--- src/rtl/cache_line_refill_ctrl.sv ---
// BIU-side line refill controller: writes back a dirty victim line, then fetches the missing
// line into the selected cache-memory entry, pulsing writeback_ok / line_refill on completion.
module cache_line_refill_ctrl #(
    parameter int unsigned LINE_WORDS = 8,
    parameter int unsigned WIDX       = $clog2(LINE_WORDS),
    parameter int unsigned SEL_WIDTH  = 3,
    parameter int unsigned LINE_LSB   = $clog2(LINE_WORDS * 4)
) (
    input  logic                 clk,
    input  logic                 rst,
    // Arbiter side
    input  logic                 line_miss,
    input  logic                 replace_dirty,
    input  logic                 force_sync,
    input  logic [SEL_WIDTH-1:0] entry_replace_sel,
    input  logic [31:0]          miss_addr,
    input  logic [31:0]          victim_addr,
    output logic [31:0]          refill_pa,
    output logic                 line_refill,
    output logic                 writeback_ok,
    output logic                 busy,
    // Cache memory side
    output logic [SEL_WIDTH-1:0] cm_entry,
    output logic [WIDX-1:0]      cm_word,
    input  logic [31:0]          cm_rdata,
    output logic                 cm_we,
    output logic [31:0]          cm_wdata,
    // Bus side
    output logic                 bus_req,
    output logic                 bus_we,
    output logic [31:0]          bus_addr,
    output logic [31:0]          bus_wdata,
    input  logic [31:0]          bus_rdata,
    input  logic                 bus_ack
);

    typedef enum logic [2:0] {
        StIdle,
        StWb,
        StWbDone,
        StRf,
        StRfDone
    } state_e;

    state_e                 state_q, state_d;
    logic [WIDX-1:0]        word_q, word_d;
    logic [SEL_WIDTH-1:0]   ent_q, ent_d;
    logic [31:0]            base_q, base_d;

    logic                   last_word;
    logic [31:0]            word_offset;
    logic [31:0]            victim_base;
    logic [31:0]            miss_base;
    logic [2*LINE_LSB-1:0]  unused_low_bits;

    assign last_word   = (word_q == WIDX'(LINE_WORDS - 1));
    assign word_offset = 32'(word_q) << 2;
    assign victim_base = {victim_addr[31:LINE_LSB], {LINE_LSB{1'b0}}};
    assign miss_base   = {miss_addr[31:LINE_LSB], {LINE_LSB{1'b0}}};

    // Byte offsets inside a line never reach the bus; the line base is all that matters.
    assign unused_low_bits = {victim_addr[LINE_LSB-1:0], miss_addr[LINE_LSB-1:0]};

    // Next-state logic
    always_comb begin
        state_d = state_q;
        word_d  = word_q;
        ent_d   = ent_q;
        base_d  = base_q;

        unique case (state_q)
            StIdle: begin
                // A dirty victim must reach memory before its entry is overwritten.
                if (replace_dirty && (line_miss || force_sync)) begin
                    ent_d   = entry_replace_sel;
                    base_d  = victim_base;
                    word_d  = '0;
                    state_d = StWb;
                end else if (line_miss) begin
                    ent_d   = entry_replace_sel;
                    base_d  = miss_base;
                    word_d  = '0;
                    state_d = StRf;
                end
            end

            StWb: begin
                if (bus_ack) begin
                    if (last_word) begin
                        word_d  = '0;
                        state_d = StWbDone;
                    end else begin
                        word_d = word_q + WIDX'(1);
                    end
                end
            end

            StWbDone: begin
                state_d = StIdle;
            end

            StRf: begin
                if (bus_ack) begin
                    if (last_word) begin
                        word_d  = '0;
                        state_d = StRfDone;
                    end else begin
                        word_d = word_q + WIDX'(1);
                    end
                end
            end

            StRfDone: begin
                state_d = StIdle;
            end

            default: begin
                state_d = StIdle;
                word_d  = '0;
            end
        endcase
    end

    // State registers
    always_ff @(posedge clk) begin
        if (rst) begin
            state_q <= StIdle;
            word_q  <= '0;
            ent_q   <= '0;
            base_q  <= '0;
        end else begin
            state_q <= state_d;
            word_q  <= word_d;
            ent_q   <= ent_d;
            base_q  <= base_d;
        end
    end

    // Output decode: bus and handshake outputs follow the state only; the cache-memory
    // port also tracks bus_ack so refill data is written in the beat it arrives.
    always_comb begin
        bus_req      = 1'b0;
        bus_we       = 1'b0;
        bus_addr     = '0;
        bus_wdata    = '0;
        busy         = 1'b1;
        writeback_ok = 1'b0;
        line_refill  = 1'b0;
        refill_pa    = '0;
        cm_entry     = ent_q;
        cm_word      = word_q;
        cm_we        = 1'b0;
        cm_wdata     = bus_rdata;

        unique case (state_q)
            StIdle: begin
                busy     = 1'b0;
                cm_entry = entry_replace_sel;
            end

            StWb: begin
                bus_req   = 1'b1;
                bus_we    = 1'b1;
                bus_addr  = base_q + word_offset;
                bus_wdata = cm_rdata;
            end

            StWbDone: begin
                writeback_ok = 1'b1;
            end

            StRf: begin
                bus_req  = 1'b1;
                bus_addr = base_q + word_offset;
                cm_we    = bus_ack;
            end

            StRfDone: begin
                line_refill = 1'b1;
                refill_pa   = base_q;
            end

            default: begin
                busy = 1'b0;
            end
        endcase
    end

endmodule

--- config.mk ---
export PLATFORM = sky130hd
export DESIGN_NAME = cache_line_refill_ctrl
export DESIGN_NICKNAME = d
export VERILOG_FILES = /design/src/rtl/cache_line_refill_ctrl.sv
export SDC_FILE = /design/constraint.sdc
export NUM_CORES = 1
export LEC_CHECK = 0
export BUFFER_PORTS_ARGS = -buffer_cell sky130_fd_sc_hd__buf_4
export CAP_MARGIN = 15
export CORE_AREA = 2 2 106 108
export DETAILED_ROUTE_END_ITERATION = 8
export DIE_AREA = 0 0 108 110
export PLACE_DENSITY = 0.7
export RECOVER_POWER = 25
export SKIP_CTS_REPAIR_TIMING = 1
export SYNTH_ARGS = -nofsm -noshare
export SYNTH_HDL_FRONTEND = slang
export SYNTH_SLANG_ARGS = --single-unit
--- constraint.sdc ---
create_clock -name clk -period 3.04 [get_ports clk]
set_input_delay 0.608 -clock clk [delete_from_list [all_inputs] [get_ports clk]]
set_output_delay 0.608 -clock clk [all_outputs]
set_load 0.01 [all_outputs]
==> flow_metrics.tcl <==
set metrics [dict create \
    yosysSeqAreaShare_pct 26.4 \
    rsz0062_at_grt "no" \
    cts_buffer_depth 2 \
    slew_violations 32 \
    ys_ff_latch 36 \
    vias_per_cell 4.44 \
    rr_endpoint "cm_word[1]" \
    cts.sinks 36 \
    power_leakage_nw 2.08 \
    io_buffers 195 \
    arrival_ps 2600 \
    r2r-start "state_q[2]" \
    setup_violations 0 \
    dr.pass1.iters 4 \
    p_switching_mw 0.552 \
    drive_above_1_share_pct 47.4 \
    synth_edf_count 0 \
    dieWidth_um 108 \
    vdd_drop_max_mv 0.179 \
    drt_iter0_drc 87 \
    violations "capacitance limit, slew limit" \
    whs_ps 479 \
    clkPwrFrac_pct 22.1 \
    drc 0 \
    grt_pass1_vias 2615 \
    p_sw_share_pct 34.4 \
    start_util_pct 25.5 \
    vias 2730 \
    hold_viol_final 0 \
    synth-async-reset-ratio_pct 0 \
    seqPwrFrac_pct 36.8 \
    worst_slack_ps 601 \
    crit_required_ps 3200 \
    fmax_ghz 0.410 \
    grt_max_degree 40 \
    htree_levels 2 \
    area_delta_synth_final_pct 51.2 \
    drv_cap 1 \
    syn_area_um2 2730 \
    antenna_found_initial 0 \
    dp_slack_ps 976 \
    syn_inst 323 \
    synth_cell_types 36 \
    final_nets 613 \
    period_share_pct 80.2 \
    grtUsageTotal_pct 13.5 \
    antennaDiodeCount 0 \
    worst_pin_slew_ps 1510 \
    power_per_cell_area_nw_per_um2 388 \
    fin_skew_ps 10.0 \
    hp-class "reg2reg" \
    cts_tree "built" \
    critPathCapture "cm_word[1]" \
    synth_warnings 0 \
    cts_root_buffer "clkbuf_8" \
    hpwl_um 6800 \
    crit_fanout 31 \
    cp-start-kind "flop" \
    critPathKind "reg2reg" \
    cp-end-kind "flop" \
    clock_latency_ps 290 \
    gp_congestion 0.684 \
    p_int_mw 1.05 \
    dieHeight_um 110 \
    ios 277 \
    status "complete, but fails checks" \
    core-area_um2 10700 \
    wl_per_cell_um 14.2 \
    routed_wl_um 8760 \
    cts_buffers 5 \
    post-route-min-period_ps 2440 \
    ant_nets 0 \
    grt_first_pass_wirelength_um 12900 \
    relSlewSlack_pct -0.629 \
    tns_ps 0 \
    rrSetupSlack_ps 600 \
    combPwrFrac_pct 41.1 \
    synth.avg_cell_area_um2 8.46 \
    synthFlopType "dfxtp_1" \
    num_rows 38 \
    rr_worst_depth 4 \
    fill_cells 1134 \
    clk_pin_slew_ps 80 \
    crit_start "state_q[2]" \
    grt_overflow 0 \
    die_area_um2 11900 \
]
[state kept, by name (all words and copies together), names as in the netlist]
register / cells
base_q: 27
ent_q: 3
cm_word: 3
state_q: 3
[power groups by stage]
stage	clock network, mW	logic, mW	registers, mW
after floorplan	0	0.443	0.584
after global placement	0	0.656	0.597
after detailed placement	0	0.671	0.601
after CTS	0.375	0.672	0.591
after global routing	0.389	0.723	0.600
final	0.355	0.659	0.590
[synthesized netlist by cell type, types with 2 or more instances]
library cell  instances  area [µm²]
a211oi_1             16         120
a211oi_2             12         150
a21oi_1              31         155
and2_1               89         557
buf_2                 5        25.0
buf_4                43         323
clkbuf_1             14        52.6
dfxtp_1              36         721
ha_1                  2        25.0
mux2i_1              30         300
nand2_1              10        37.5
nand2b_1              3        18.8
nand3_1               3        15.0
nand3b_1              2        15.0
nor2_1                2        7.51
nor3b_2               2        25.0
o21ai_0               4        20.0
[critical path: stages (launching register included)]
cell and delay, ps:
dfxtp_1 390, nor3_4 340, clkbuf_1 1130, a221oi_2 250, mux2i_1 200
[layout by cell type (no fill, tap or decap), drive strengths merged, types with 2 or more instances in the layout]
master,count
nand3,3
nor3b,2
dfxtp,36
nor2,3
a21oi,31
nand2b,3
buf,199
nand3b,2
clkinv,2
a211oi,28
nor3,2
clkbuf,10
and2,89
mux2i,30
nand2,10
conb,7
o21ai,4
a221oi,2
ha,2
[layout make-up]
type / count / area (µm²) / area share, %
flip-flops and latches: 36 / 721 / 17.4
repair buffers: 203 / 1520 / 36.8
well taps: 140 / 175 / 4.24
clock buffers: 6 / 82.6 / 2.00
clock inverters: 2 / 10.0 / 0.242
inverters: 1 / 3.75 / 0.0909
multi-input cells: 227 / 1620 / 39.2
[routing by layer]
layer | part of all wire (%) | vias to the layer above | track usage, %
met5 | 0 | - | 0
met4 | 1.1 | 0 | 4.12
met3 | 6.6 | 10 | 2.70
met2 | 52 | 101 | 24.7
met1 | 40 | 1266 | 16.0
li1 | - | 1353 | -
[worst min path at each step]
| stage | from | endpoint | cells past startpoint |
|---|---|---|---|
| after detailed placement | ent_q[1] | ent_q[1] | 2 |
| final | ent_q[1] | ent_q[1] | 2 |
| after global placement | ent_q[0] | ent_q[0] | 2 |
| after CTS | ent_q[1] | ent_q[1] | 2 |
| after floorplan | ent_q[0] | ent_q[0] | 2 |
| after global routing | ent_q[1] | ent_q[1] | 2 |
[stage by stage]
stage | power, mW | std cells | util, % | cell area [µm²]
after floorplan | 1.03 | 329 | - | 2760
after global placement | 1.25 | 607 | 37.9 | 4060
after detailed placement | 1.27 | 607 | 37.9 | 4060
after CTS | 1.64 | 615 | 38.8 | 4150
after global routing | 1.71 | 615 | 38.6 | 4130
final | 1.60 | 615 | 38.6 | 4130
[cells by family (layout without fill, tap and decap cells)]
logic type                 count (synthesis)  after routing  share of synthesized area [%]
and+or+nand+nor                          119            119                           27.4
buffers and inverters                     66            212                           15.9
muxes                                     30             30                           11.0
adders and majority gates                  2              2                          0.916
DFF                                       36             36                           26.4
other                                      1              7                          0.137
AOI/OAI and AO/OA                         69             69                           18.3
Power figures use the tool's default switching activity.
